**config.mk**
```make
export PLATFORM = sky130hd
export DESIGN_NAME = uart_tx_engine
export DESIGN_NICKNAME = d
export VERILOG_FILES = /design/src/rtl/uart_tx_engine.sv
export SDC_FILE = /design/constraint.sdc
export NUM_CORES = 1
export LEC_CHECK = 0
export CAP_MARGIN = 30
export CORE_UTILIZATION = 30
export DETAILED_ROUTE_END_ITERATION = 7
export GPL_ROUTABILITY_DRIVEN = 0
export PLACE_DENSITY = 0.56
export SYNTH_ARGS = -nofsm -noshare
export SYNTH_HDL_FRONTEND = slang
export SYNTH_SLANG_ARGS = --single-unit
```
**constraint.sdc**
```tcl
create_clock -name clk -period 3.43 [get_ports clk]
set_clock_uncertainty 0.05 [all_clocks]
set_input_delay 0.5145 -clock clk [delete_from_list [all_inputs] [get_ports clk]]
set_output_delay 0.5145 -clock clk [all_outputs]
set_load 0.01 [all_outputs]
```
**src/rtl/uart_tx_engine.sv**
```systemverilog
// uart_tx_engine: serialises one byte per frame (start, 8 data LSB first, optional parity, 1 or 2 stop bits).
// Latency: start bit is on txd the cycle after acceptance; a frame lasts rate*(10+parity+two_stop) cycles.
// Backpressure: tx_ready only in IDLE with an enabled, legal config; rate/mode/data are latched per frame.
module uart_tx_engine #(
   parameter int MIN_DIV = 4
) (
   input  logic        clk,
   input  logic        rst,
   input  logic        uart_enable,
   input  logic [2:0]  uart_mode,
   input  logic [15:0] uart_rate,
   input  logic        tx_valid,
   input  logic [7:0]  tx_data,
   output logic        tx_ready,
   output logic        txd,
   output logic        uart_busy,
   output logic        uart_error,
   output logic        update_ok
);

   typedef enum logic [2:0] {IDLE, START, DATA, PARITY, STOP} state_t;

   state_t      state;
   logic [15:0] cnt;
   logic [15:0] rate_q;
   logic [7:0]  byte_q;
   logic [2:0]  mode_q;
   logic [2:0]  bit_idx;
   logic        stop_idx;

   logic        rate_ok;
   logic        bit_done;
   logic        parity_bit;
   logic [2:0]  next_idx;
   logic [15:0] reload;

   assign rate_ok    = (uart_rate >= 16'(MIN_DIV));
   assign bit_done   = (cnt == 16'd0);
   // Even parity is the XOR of the data bits; odd parity inverts it.
   assign parity_bit = (^byte_q) ^ mode_q[1];
   assign next_idx   = bit_idx + 3'd1;
   assign reload     = rate_q - 16'd1;

   // Accept only from IDLE with a usable divisor; never while reset is asserted.
   assign tx_ready = !rst && (state == IDLE) && uart_enable && rate_ok;

   // Frame sequencer: every bit is timed by cnt counting rate-1 down to 0 with the latched rate.
   always_ff @(posedge clk) begin
      if (rst) begin
         state     <= IDLE;
         cnt       <= 16'd0;
         rate_q    <= 16'd0;
         byte_q    <= 8'd0;
         mode_q    <= 3'd0;
         bit_idx   <= 3'd0;
         stop_idx  <= 1'b0;
         txd       <= 1'b1;
         uart_busy <= 1'b0;
         update_ok <= 1'b1;
      end else begin
         unique case (state)
            IDLE: begin
               txd <= 1'b1;
               if (tx_valid && tx_ready) begin
                  byte_q    <= tx_data;
                  rate_q    <= uart_rate;
                  mode_q    <= uart_mode;
                  cnt       <= uart_rate - 16'd1;
                  state     <= START;
                  txd       <= 1'b0;
                  uart_busy <= 1'b1;
                  update_ok <= 1'b0;
               end
            end
            START: begin
               if (bit_done) begin
                  state   <= DATA;
                  cnt     <= reload;
                  bit_idx <= 3'd0;
                  txd     <= byte_q[0];
               end else begin
                  cnt <= cnt - 16'd1;
               end
            end
            DATA: begin
               if (bit_done) begin
                  cnt <= reload;
                  if (bit_idx == 3'd7) begin
                     if (mode_q[0]) begin
                        state <= PARITY;
                        txd   <= parity_bit;
                     end else begin
                        state    <= STOP;
                        txd      <= 1'b1;
                        stop_idx <= 1'b0;
                     end
                  end else begin
                     bit_idx <= next_idx;
                     txd     <= byte_q[next_idx];
                  end
               end else begin
                  cnt <= cnt - 16'd1;
               end
            end
            PARITY: begin
               if (bit_done) begin
                  state    <= STOP;
                  cnt      <= reload;
                  txd      <= 1'b1;
                  stop_idx <= 1'b0;
               end else begin
                  cnt <= cnt - 16'd1;
               end
            end
            STOP: begin
               if (bit_done) begin
                  if (mode_q[2] && !stop_idx) begin
                     // Second stop bit: another full bit period of mark.
                     stop_idx <= 1'b1;
                     cnt      <= reload;
                  end else begin
                     state     <= IDLE;
                     uart_busy <= 1'b0;
                     update_ok <= 1'b1;
                  end
               end else begin
                  cnt <= cnt - 16'd1;
               end
            end
            default: begin
               state     <= IDLE;
               txd       <= 1'b1;
               uart_busy <= 1'b0;
               update_ok <= 1'b1;
            end
         endcase
      end
   end

   // Sticky flag for a byte offered with an illegal divisor; cleared by reset or disabling.
   always_ff @(posedge clk) begin
      if (rst) begin
         uart_error <= 1'b0;
      end else if (tx_valid && uart_enable && !rate_ok) begin
         uart_error <= 1'b1;
      end else if (!uart_enable) begin
         uart_error <= 1'b0;
      end
   end

endmodule

```
**Word level (Yosys, flattened, before mapping)**

Index checks and enable logic that the tools add are counted.
W data, S select, Z words.

- Input port bits: 31
- Logic and storage cells: 105
- Output and inout bits: 5
- Flip-flop bits (word level): 54

- Muxes and demuxes: 44
- $add $sub $neg: 4
- Reduce and logical (&&, ||, !) cells: 24
- $lt $le $gt $ge: 2
- Eq/ne operators: 17
- Bitwise operators: 3

Operators by type and width:

| operator | count |
|---|---|
| $mux W16 | 4 |
| $pmux W16 S3 | 1 |
| $sub A16 B1 Y16 const B | 3 |
| $mux W3 | 11 |
| $mux W1 | 21 |
| $ne A2 B2 Y1 const B | 9 |
| $ge A16 B3 Y1 const B | 1 |
| $logic_not A16 Y1 | 1 |
| $pmux W3 S5 | 1 |
| $reduce_and A7 Y1 | 2 |
| $reduce_and A4 Y1 | 3 |
| $pmux W1 S3 | 3 |
| $reduce_xor A8 Y1 | 1 |
| $logic_and A1 B1 Y1 | 7 |
| $eq A3 B2 Y1 const B | 2 |
| $eq A3 B3 Y1 const B | 2 |
| $pmux W3 S2 | 1 |
| $reduce_bool A3 Y1 | 2 |
| $pmux W1 S5 | 1 |
| $lt A3 B4 Y1 const B | 1 |
| $ne A2 B1 Y1 const B | 2 |
| $add A3 B1 Y3 const B | 1 |
| $bmux W1 S3 | 1 |
| $eq A3 B1 Y1 const B | 1 |
| other kinds (9) | 12 |

**Longest topological paths before layout**

- Word-level depth: 7
- Mapped depth: 14
- Mapped depth without buffers: 12

**Worst setup path after synthesis**

No wires, ideal clock.

- Path kind: register to register
- Start: register state[1]
- End: register cnt[14]
- Period minus slack after synthesis: 2.719 ns
- Library setup time: 0.091 ns
- Path buffers: 1
- Data arrival time: 2.578 ns
- Cell stages (with the launch flop): 12
- Data required time: 3.289 ns
- Path slack: 0.711 ns
- Path through: dfxtp_1 or3_1 buf_6 nand2_4 mux2i_4 a21boi_0 ha_1 o2111a_1 o21ai_1 nor3_2 nand4_1 a311oi_1

- Word-level cells in the longest chain between the ends: 7
- Elaborated cells on any way between the ends: 15
- Classes of those cells: eq/ne (6); mux (1); reduce/logical (8)

RTL lines:

| element | line | source |
|---|---|---|
| start: declaration | 23 | `state_t state;` |
| start signal: assignment | 50 | `state <= IDLE;` |
| start signal: assignment | 69 | `state <= START;` |
| start signal: assignment | 77 | `state <= DATA;` |
| $logic_not A3 Y1 | 45, 61 |  |
| $logic_and A1 B1 Y1 (3 in series) | 45 | `assign tx_ready = !rst && (state == IDLE) && uart_enable && rate_ok;` |
| $logic_and A1 B1 Y1 | 64 | `if (tx_valid && tx_ready) begin` |
| $ne A2 B1 Y1 (no source line) | - |  |
| $reduce_and A3 Y1 (no source line) | - |  |
| end signal: assignment | 68 | `cnt <= uart_rate - 16'd1;` |
| end signal: assignment | 78 | `cnt <= reload;` |
| end signal: assignment | 82 | `cnt <= cnt - 16'd1;` |
| end: declaration | 24 | `logic [15:0] cnt;` |

Parallel ways exist; a longest one is shown, timed or not.
A chain may end at the register's enable or synchronous reset.

**Worst setup path after layout**

Same ends and word-level chain as after synthesis.

==> run metrics <==
Min Clock Period, post-route=between 3 and 4 ns; number of filler instances in the final layout=1080; Worst Hold Endpoint=rate_q[13]; total number of yosys warnings=0; final-layout setup total negative slack=0 ns; path length in cells of the critical path=10; leakage dissipation=1.24 nW; setup repair after global routing missed its margin=false; footprint of the flip-flops and latches=between 1000 and 1500 um^2; timing-limited maximum frequency=between 300 and 400 MHz; critical path launch point=state[1]; Final Routed Wirelength=between 8000 and 9000 um; height of the die=roughly 100 um; TritonCTS sink count=54; portion of the post-synthesis area used by sequential elements=0.343; endpoint of the lowest-slack register-to-register path=cnt[14]; Clock Pin Slew Worst Setup and Hold Paths=0.10 ns; detailed-route DRC error count=0; I/O Pins=36; top_reg_cell synth=sky130_fd_sc_hd__dfxtp_1; post-route ant nets=0; transition time of the tightest slew-check pin=just over 0.6 ns; Pre-antenna DRT Iters=4; status=complete, no violations; NumNets Final=466; Mapped Area=3150 um^2; Hold Vio Cnt, Final=0; total power density per cell area=~420 nW/um^2; worst hold path startpoint=rate_q[13]; Yosys cell types=62; Initial DRC Count=158; flop2flop setup slack=about 0.31 ns; data arrival time at the worst-slack endpoint=around 3.3 ns; Final Hold Slack=0.414 ns; gate family responsible for the most delay along the worst path=simple AND/OR/NAND/NOR gates; number of antenna violations at the first check in global routing=0; portion of synthesized cell area occupied by the leading cell type=0.343; average vias per placed instance=5.33; number of pins exceeding their max-slew limit in the final report=0; Register-to-Register Path Depth=10; Ant. Diodes=0; clock buffer count from CTS=5; IO Port Bufs=35; Initial Util=0.307; via count=3031; maximum resistive drop on vdd=~0.20 mV; Post-CTS Setup Inserts=0; Req. time, crit path=about 3.6 ns; die width=roughly 100 um; number of synthesized flops with an enable pin=0; later-pin clock latency in the skew report=0.31 ns; post-route setup slack=0.314 ns; critical path type=flip-flop to flip-flop; number of cell rows=37; top cell type by total area after synthesis=sky130_fd_sc_hd__dfxtp_1; Mapped Cells=402; proportion of synthesized flip-flops having asynchronous set or reset=0; number of global-route vias before repair=a little under 3000; global-route wire length before repair=around 15000 um; Multi-input gate area=between 1500 and 2000 um^2; maximum number of buffers from clock root to sink=2; worst slew margin relative to its limit=0.596; Critical path buffers and inverters=0; area growth from synthesis to final layout=18.6%; total grt overflow=0; beginning of the worst register-to-register path=state[1]; Worst Hold Depth=2; Global Route Usage Sum=0.163; number of register bits inferred by synthesis=54; fraction of layout cells with a size suffix above 1=0.0970; post-place setup slack=0.275 ns; period utilization=0.908; buffer type at the clock tree root=sky130_fd_sc_hd__clkbuf_8; Die Area=approximately 11000 um^2; TritonCTS clock tree=done; fin util=0.364; H-Tree Level Count=2; nets in the synthesized netlist=between 400 and 500; critical path cell sequence=or3_1 -> nand2_4 -> mux2i_4 -> a21boi_0 -> ha_1 -> o2111a_1 -> o21ai_1 -> nor3_4 -> nand4_1 -> a311oi_1; count of max-cap constraint violations=0; endpoints failing setup=0; max incr delay on CP=roughly 0.5 ns; final HPWL from detailed placement=between 6000 and 7000 um; Setup crit start kind=flip-flop; maximum fanout encountered on the critical timing path=15; Post-CTS Hold Buffers=0; overall power of the completed layout=0.00159 W; average cell area after synthesis=7.84 um^2; Resized Gates After CTS=0; CP Capture Type=flip-flop; core box area=between 10000 and 15000 um^2; cell with the biggest individual delay on the critical path=sky130_fd_sc_hd__or3_1; routed wire length per instance=15.1 um; biggest area contributors in the synthesized netlist=sky130_fd_sc_hd__dfxtp_1 34%, sky130_fd_sc_hd__nand2_1 8.3%, sky130_fd_sc_hd__a21oi_1 7.3%; maximum number of pins on one net before global-route repair=56; Hold Crit Class=flip-flop to flip-flop
==> power breakdown <==
group	total (W)	internal, W	switching (W)
sequential	0.000725	0.000675	0.0000504
combinational	0.000490	0.000203	0.000287
clock	0.000370	0.000144	0.000226
total	0.00159	0.00102	0.000564
==> synthesized netlist by cell type, drive strengths merged (2+ instances only) <==
library cell	instances
nand4	4
clkbuf	13
o211ai	3
and4	4
nand3b	2
a311oi	3
buf	12
a21oi	48
a21boi	2
nor2b	2
o31ai	4
a211oi	13
nor3	19
nand2b	8
or3	3
nor2	38
and2	4
o22ai	3
o211a	2
nor4	8
o31a	2
o221a	2
a41oi	2
ha	3
dfxtp	54
o21bai	4
o21ai	11
nand2	71
xor2	5
xnor2	8
mux2i	5
a211o	2
a21o	2
mux4	2
and3	2
inv	4
a31oi	7
nand3	12
==> per-layer routing <==
layer | GRT usage | routed length, um | vias up
li1 | - | - | 1526
met1 | 0.219 | 4070 | 1433
met2 | 0.273 | 4110 | 64
met3 | 0.0219 | 361 | 8
met4 | 0.0398 | 76 | 0
met5 | 0 | 0 | -
==> cells in the final DEF, fill, tap and decap left out, types with 3 or more instances in the layout <==
cell type | synthesis | final
sky130_fd_sc_hd__nand2_1 | 70 | 70
sky130_fd_sc_hd__xnor2_1 | 8 | 8
sky130_fd_sc_hd__clkdlybuf4s50_1 | 0 | 34
sky130_fd_sc_hd__buf_4 | 2 | 13
sky130_fd_sc_hd__xor2_1 | 5 | 5
sky130_fd_sc_hd__ha_1 | 3 | 3
sky130_fd_sc_hd__dfxtp_1 | 54 | 54
sky130_fd_sc_hd__nor3_1 | 16 | 16
sky130_fd_sc_hd__clkbuf_8 | 0 | 5
sky130_fd_sc_hd__a21oi_1 | 46 | 46
sky130_fd_sc_hd__mux2i_1 | 4 | 4
sky130_fd_sc_hd__o21bai_1 | 4 | 4
sky130_fd_sc_hd__nor4_1 | 7 | 7
sky130_fd_sc_hd__a311oi_1 | 3 | 3
sky130_fd_sc_hd__inv_1 | 4 | 4
sky130_fd_sc_hd__or3_1 | 3 | 3
sky130_fd_sc_hd__o22ai_1 | 3 | 3
sky130_fd_sc_hd__nand3_1 | 12 | 12
sky130_fd_sc_hd__o21ai_0 | 8 | 8
sky130_fd_sc_hd__nand2b_1 | 8 | 8
sky130_fd_sc_hd__and4_1 | 4 | 4
sky130_fd_sc_hd__and2_1 | 4 | 4
sky130_fd_sc_hd__nand4_1 | 4 | 4
sky130_fd_sc_hd__nor2_1 | 37 | 37
sky130_fd_sc_hd__a31oi_1 | 7 | 7
sky130_fd_sc_hd__a211oi_1 | 13 | 13
==> registers in the layout, indices dropped and copies added, names as in the netlist, 3 cells and up <==
name / count
cnt: 16
byte_q: 8
state: 3
mode_q: 3
rate_q: 16
bit_idx: 3
==> cell families (layout without fill, tap and decap cells) <==
logic type	after synthesis	count (layout)	share of synthesized area
buf+inv	29	60	0.0440
compound gates	118	118	0.258
flops	54	54	0.343
xor+xnor	13	13	0.0361
simple gates	178	178	0.273
fa+ha+maj	3	3	0.0119
mux	7	7	0.0341
==> stage by stage <==
step,cells,cell area (um^2)
floorplan,402,3150
global placement,561,3640
detailed placement,561,3640
CTS,569,3730
global route,569,3740
finish,569,3740
==> final cells by class <==
class,count,area share
inverter,4,0.00402
timing repair buffer,48,0.118
tap,136,0.0455
clock buffer,5,0.0184
multi-input combinational,319,0.519
sequential,54,0.289
clock inverter,3,0.00569
==> worst max path at each step <==
stage                     endpoint
after floorplan            cnt[14]
after global placement     cnt[14]
after detailed placement   cnt[14]
after CTS                  cnt[14]
after global routing       cnt[14]
final                      cnt[14]
==> worst reg2reg max path, delay by kind of cell, from the launching register on <==
family	cells	cell delay [ns]
and+or+nand+nor	4	1.03
AOI/OAI and AO/OA	4	0.98
adders and majority gates	1	0.23
muxes	1	0.25
DFF	1	0.48
(Power assumes the default switching activity.)
